### config.mk
export PLATFORM = sky130hd
export DESIGN_NAME = bcd_scan_display_flat
export DESIGN_NICKNAME = d
export VERILOG_FILES = /design/src/rtl/bcd_scan_display_if.sv /design/src/rtl/bcd_scan_display.sv /design/src/flat_wrapper.sv
export SDC_FILE = /design/constraint.sdc
export NUM_CORES = 1
export LEC_CHECK = 0
export ABC_AREA = 0
export CORE_MARGIN = 4
export CORE_UTILIZATION = 43
export DETAILED_ROUTE_END_ITERATION = 10
export PLACE_DENSITY = 0.76
export SYNTH_ARGS = -nofsm -noshare
export SYNTH_HDL_FRONTEND = slang
export SYNTH_SLANG_ARGS = --single-unit
### constraint.sdc
create_clock -name clk -period 2.5 [get_ports clk]
set_input_delay 0.25 -clock clk [delete_from_list [all_inputs] [get_ports clk]]
set_output_delay 0.25 -clock clk [all_outputs]
set_load 0.1 [all_outputs]
### src/rtl/bcd_scan_display_if.sv
// Bus between the MM:SS counter chain and the four-digit scan driver.
// The master side supplies time and enable; the slave side drives the display pins.
interface bcd_scan_display_if;
    logic       en;
    logic [7:0] sec_bcd;
    logic [7:0] min_bcd;
    logic       sec_tick;
    logic [3:0] dig_sel;
    logic [6:0] seg;
    logic       dp;
    logic       frame_start;

    modport master (
        output en, sec_bcd, min_bcd, sec_tick,
        input  dig_sel, seg, dp, frame_start
    );

    modport slave (
        input  en, sec_bcd, min_bcd, sec_tick,
        output dig_sel, seg, dp, frame_start
    );
endinterface

### src/rtl/bcd_scan_display.sv
// Multiplexed four-digit seven-segment driver for an MM:SS display.
// One digit is lit per slot, and each slot begins with a dark guard cycle.
// Both BCD inputs are captured together once per frame, so a frame never
// mixes old and new time values. A colon toggles on every seconds carry,
// and a leading minutes zero can be blanked.
module bcd_scan_display #(
    parameter int SCAN_DIV = 50000,
    parameter bit BLANK_LZ = 1'b1
) (
    input  logic             clk,
    input  logic             rst_n,
    bcd_scan_display_if.slave bus
);
    localparam int                CNT_W   = $clog2(SCAN_DIV);
    localparam logic [CNT_W-1:0]  CNT_MAX = CNT_W'(SCAN_DIV - 1);

    logic [CNT_W-1:0] cnt;
    logic [1:0]       idx;
    logic [7:0]       sh_sec;
    logic [7:0]       sh_min;
    logic             load_pending;
    logic             colon_on;
    logic             sec_tick_d;
    logic             wrap_d;

    logic             slot_end;
    logic             frame_wrap;
    logic             first_load;

    logic [3:0]       nib_p0;
    logic [3:0]       dig_sel_p0;
    logic [6:0]       seg_p0;
    logic             dp_p0;
    logic             frame_start_p0;

    // Nibble to active-low segments; anything above 9 shows a lone dash.
    function automatic logic [6:0] seg7(input logic [3:0] n);
        case (n)
            4'd0:    seg7 = 7'h40;
            4'd1:    seg7 = 7'h79;
            4'd2:    seg7 = 7'h24;
            4'd3:    seg7 = 7'h30;
            4'd4:    seg7 = 7'h19;
            4'd5:    seg7 = 7'h12;
            4'd6:    seg7 = 7'h02;
            4'd7:    seg7 = 7'h78;
            4'd8:    seg7 = 7'h00;
            4'd9:    seg7 = 7'h10;
            default: seg7 = 7'h3F;
        endcase
    endfunction

    assign slot_end   = (cnt == CNT_MAX);
    assign frame_wrap = bus.en && slot_end && (idx == 2'd3);
    assign first_load = bus.en && load_pending;

    // Slot counter and digit index advance only while enabled.
    always_ff @(posedge clk or negedge rst_n) begin
        if (!rst_n) begin
            cnt <= '0;
            idx <= 2'd0;
        end else if (bus.en) begin
            if (slot_end) begin
                cnt <= '0;
                idx <= idx + 2'd1;
            end else begin
                cnt <= cnt + 1'b1;
            end
        end
    end

    // Snapshot both inputs at the frame wrap or on the first enabled cycle after reset.
    // wrap_d remembers a wrap across a disable so its frame_start is not lost.
    always_ff @(posedge clk or negedge rst_n) begin
        if (!rst_n) begin
            sh_sec       <= 8'h00;
            sh_min       <= 8'h00;
            load_pending <= 1'b1;
            wrap_d       <= 1'b0;
        end else begin
            if (frame_wrap || first_load) begin
                sh_sec <= bus.sec_bcd;
                sh_min <= bus.min_bcd;
            end
            if (first_load)
                load_pending <= 1'b0;
            if (bus.en)
                wrap_d <= frame_wrap;
        end
    end

    // Colon toggles on each rising edge of the seconds carry, independent of en.
    always_ff @(posedge clk or negedge rst_n) begin
        if (!rst_n) begin
            sec_tick_d <= 1'b0;
            colon_on   <= 1'b1;
        end else begin
            sec_tick_d <= bus.sec_tick;
            if (bus.sec_tick && !sec_tick_d)
                colon_on <= ~colon_on;
        end
    end

    // Stage p0: next output values derived from the current scan state.
    always_comb begin
        nib_p0         = 4'h0;
        dig_sel_p0     = 4'b1111;
        seg_p0         = 7'h7F;
        dp_p0          = 1'b1;
        frame_start_p0 = bus.en && (load_pending || wrap_d);
        case (idx)
            2'd0:    nib_p0 = sh_sec[3:0];
            2'd1:    nib_p0 = sh_sec[7:4];
            2'd2:    nib_p0 = sh_min[3:0];
            default: nib_p0 = sh_min[7:4];
        endcase
        if (bus.en && (cnt != '0)) begin
            dig_sel_p0        = 4'b1111;
            dig_sel_p0[idx]   = 1'b0;
            if (BLANK_LZ && (idx == 2'd3) && (sh_min[7:4] == 4'h0))
                seg_p0 = 7'h7F;
            else
                seg_p0 = seg7(nib_p0);
            if (idx == 2'd2)
                dp_p0 = ~colon_on;
        end
    end

    // Stage p1: registered display pins.
    always_ff @(posedge clk or negedge rst_n) begin
        if (!rst_n) begin
            bus.dig_sel     <= 4'b1111;
            bus.seg         <= 7'h7F;
            bus.dp          <= 1'b1;
            bus.frame_start <= 1'b0;
        end else begin
            bus.dig_sel     <= dig_sel_p0;
            bus.seg         <= seg_p0;
            bus.dp          <= dp_p0;
            bus.frame_start <= frame_start_p0;
        end
    end
endmodule

### src/flat_wrapper.sv
// flat-port wrapper written by rule: the top's interface ports become plain ports
module bcd_scan_display_flat 
#(
    parameter int SCAN_DIV = 50000,
    parameter bit BLANK_LZ = 1'b1
)
  (clk, rst_n, bus_en, bus_sec_bcd, bus_min_bcd, bus_sec_tick, bus_dig_sel, bus_seg, bus_dp, bus_frame_start);
  bcd_scan_display_if bus_i ();
  input  logic clk;
  input  logic rst_n;
  input wire logic [$bits(bus_i.en)-1:0] bus_en;
  input wire logic [$bits(bus_i.sec_bcd)-1:0] bus_sec_bcd;
  input wire logic [$bits(bus_i.min_bcd)-1:0] bus_min_bcd;
  input wire logic [$bits(bus_i.sec_tick)-1:0] bus_sec_tick;
  output wire logic [$bits(bus_i.dig_sel)-1:0] bus_dig_sel;
  output wire logic [$bits(bus_i.seg)-1:0] bus_seg;
  output wire logic [$bits(bus_i.dp)-1:0] bus_dp;
  output wire logic [$bits(bus_i.frame_start)-1:0] bus_frame_start;
  assign bus_i.en = bus_en;
  assign bus_i.sec_bcd = bus_sec_bcd;
  assign bus_i.min_bcd = bus_min_bcd;
  assign bus_i.sec_tick = bus_sec_tick;
  assign bus_dig_sel = bus_i.dig_sel;
  assign bus_seg = bus_i.seg;
  assign bus_dp = bus_i.dp;
  assign bus_frame_start = bus_i.frame_start;
  bcd_scan_display #(.SCAN_DIV(SCAN_DIV), .BLANK_LZ(BLANK_LZ)) u_core (.clk(clk), .rst_n(rst_n), .bus(bus_i));
endmodule
==> reports/metrics.cfg, run 1 <==
[run_status]
status=completed

[die]
start_util=0.4469
rows=27
core_region_area_um2=5574
io_pins=33
fp.dieW_um=84.12
die_h_um=84.12
die_area_um2=7075

[worst_setup_path]
endpoint_kind=flop
critical_path.startpoint_type=flop
path_max_fanout=6
critPathRequiredTime_ns=2.71
rr_worst_depth=9
r2r-end=u_core.bus.seg[3]
timing_worst_setup_path_type=reg -> reg
r2r-start=u_core.idx[0]
arrival_ns=2.42
r2r_slack_ns=0.30

[power_and_ir_drop]
total_power_mw=1.653
irDropWorstVdd_v=0.0002543
power_density_nw_per_um2=563.2
p_leak_nw=1.294

[drt]
routed_wl_um=4560
drtPass1Iterations=5
antenna_left=0
wl_per_cell_um=14.07
viasPerCell=5.299
initialDrtViolationCount=62
drc=0
vias=1717

[synthesis]
synth_compound_area_frac=0.08990
ys_ff_latch=51
synth_cell_types=48
synthSimpleGateAreaFrac=0.1592
yosys_warnings=0
synthesis.area_um2=2491
avgSynthCellArea_um2=11.59
synth_area_leaders=dfrtp_1 (37%), dfstp_2 (15%), mux2_2 (8.1%)
synth_edf_count=0
synth_largest_area_cell=dfrtp_1
syn_nets=244
yosysSeqAreaShare=0.5193
synth_xor_area_frac=0.04219
synthAdderAreaFrac=0.04520
synth_top_family_by_area=simple AND/OR/NAND/NOR gates
synth_ff_type=dfrtp_1
synth_top_cell_area_share=0.3717
synthArstFlopShare=1.000
synthMuxAreaShare=0.09744
syn_inst=215

[layout]
syn_to_final_growth_pct=17.78
drive_gt1_frac=0.2619
stdcell_count=324
final_util=0.5264
num_antenna_cells=0
final_area_um2=2934
final_nets=280

[cts]
htreeDepth=2
cts_hold_buffers=0
cts_setup_buffers=0
cts_inserted_buffers=5
cts_buffer_depth=2
ctsResizeCount=0
clock_latency_ns=0.30
root_buffer=clkbuf_8
cts.clk_slew.worst_paths_ns=0.09
cts_tree=built
cts_sinks=51

[sta]
period_needed_ns=2.202
fin_crit_sh=0.8807
setup_violations=0
setup_ws_ns=0.2981
rsz0062_at_grt=false
slew_headroom=0.3544
clock.fmax_mhz=454.2
hold_viol_final=0
fin_skew_ns=0.005848
final_max_slew_viol_count=0
setup_tns_ns=0
worst_pin_slew_ns=0.9684
whs_ns=0.1089

[placed_design]
place.gp.congestion=0.8155
dpl_cell_area_um2=2845
dp_cells=316
place_hpwl_um=3416
port_buffers=32
post-place-ws_ns=0.2055

[global_routing]
grt_pass1_wl_um=8162
antenna_found_initial=0
grt_max_degree=46
grt_pass1_vias=1784
grt_usage=0.1395
grt-ovfl-total=0

[hold_path]
min-delay-path-class=in -> async

[job]
drv_cap=0

-- sequential cells by signal, summed over array words and instances (netlist names) --
| signal | count |
|---|---|
| u_core.cnt | 16 |
| u_core.sh_min | 8 |
| u_core.sh_sec | 8 |
| u_core.bus.seg | 7 |
| u_core.bus.dig_sel | 4 |
| u_core.idx | 2 |
| u_core.bus.dp | 1 |
| u_core.bus.frame_start | 1 |
| u_core.colon_on | 1 |
| u_core.load_pending | 1 |
| u_core.sec_tick_d | 1 |
| u_core.wrap_d | 1 |
-- cells in the mapped netlist, types with 3 or more instances --
cell type and n:
inv_1 16, ha_1 9, nand2_1 17, mux2i_1 4, nor3_1 3, xor2_1 4
a21oi_1 4, dfrtp_1 37, nor2_1 9, mux2_2 18, and3_1 3, xnor2_1 8
dfstp_2 14, o21ai_0 9, clkbuf_1 4, a222oi_1 3, and4_1 3, nand3_1 9
nand4_1 4
-- area by class of cell --
type                       count  area (um2)
fill                         510        2640
timing repair buffer          37       320.3
tap                           72       90.09
multi-input combinational    140        1085
clock inverter                 2       12.51
sequential                    51        1294
inverter                      16       60.06
clock buffer                   6       72.57
-- worst max-delay path, stage by stage (launching register included) --
cell	delay [ns]
dfrtp_1	0.41
inv_1	0.12
ha_1	0.29
a222oi_1	0.14
mux2i_1	0.40
inv_1	0.13
ha_1	0.32
inv_1	0.04
o21ai_0	0.15
o2111ai_1	0.12
-- report_power, final --
group          leakage [nW]  switching, mW  internal [mW]
logic                 0.626          0.137         0.0946
registers             0.626         0.0774          0.889
clock network        0.0412          0.258          0.196
-- cells in the final DEF (no fill, tap or decap), types with 2 or more instances in the layout --
cell             Yosys  layout
a211oi_1             2       2
a21oi_1              4       4
a222oi_1             3       3
and3_1               3       3
and4_1               3       3
buf_4                0      18
clkbuf_8             1       5
clkdlybuf4s50_1      0      18
dfrtp_1             37      37
dfstp_2             14      14
ha_1                 9       9
inv_1               16      16
mux2_2              18      18
mux2i_1              4       3
nand2_1             17      17
nand2b_1             2       2
nand3_1              9       9
nand4_1              4       4
nor2_1               9       9
nor3_1               3       3
nor4_1               2       2
nor4_4               2       2
o2111ai_1            2       2
o21ai_0              9       9
or3_1                2       2
or4_1                2       2
xnor2_1              8       8
xor2_1               4       4
-- metal layers --
| metal | GRT usage | wire length [um] |
|---|---|---|
| met2 | 0.2331 | 2224 |
| met1 | 0.1836 | 2063 |
| met5 | 0 | 0 |
| met4 | 0.03363 | 54 |
| met3 | 0.03258 | 217 |
-- cells by family (layout without fill, tap and decap cells) --
logic type,Yosys count,in the layout
adders and majority gates,9,9
AOI/OAI and AO/OA,30,30
and+or+nand+nor,67,67
muxes,22,22
buffers and inverters,24,61
DFF,51,51
xor gates and xnor gates,12,12
-- worst max path at each step --
stage / slack (ns) / start / end / cells past startpoint
3_3_place_gp: 0.30 / u_core.idx[0] / u_core.bus.seg[2] / 7
5_1_grt: 0.05 / u_core.idx[0] / u_core.bus.seg[3] / 9
3_5_place_dp: 0.21 / u_core.idx[0] / u_core.bus.seg[2] / 7
4_1_cts: 0.18 / u_core.idx[0] / u_core.bus.seg[2] / 7
6_report: 0.30 / u_core.idx[0] / u_core.bus.seg[3] / 9
2_1_floorplan: 0.49 / u_core.idx[0] / u_core.bus.seg[3] / 9
Note: power is estimated with default switching activity, not from simulation.
==> run 2: changes to the inputs <==
- CTS_CLUSTER_DIAMETER: unset -> 80
==> results of run 2 <==
Final layout, timing and power as in run 1 (identical DEF).
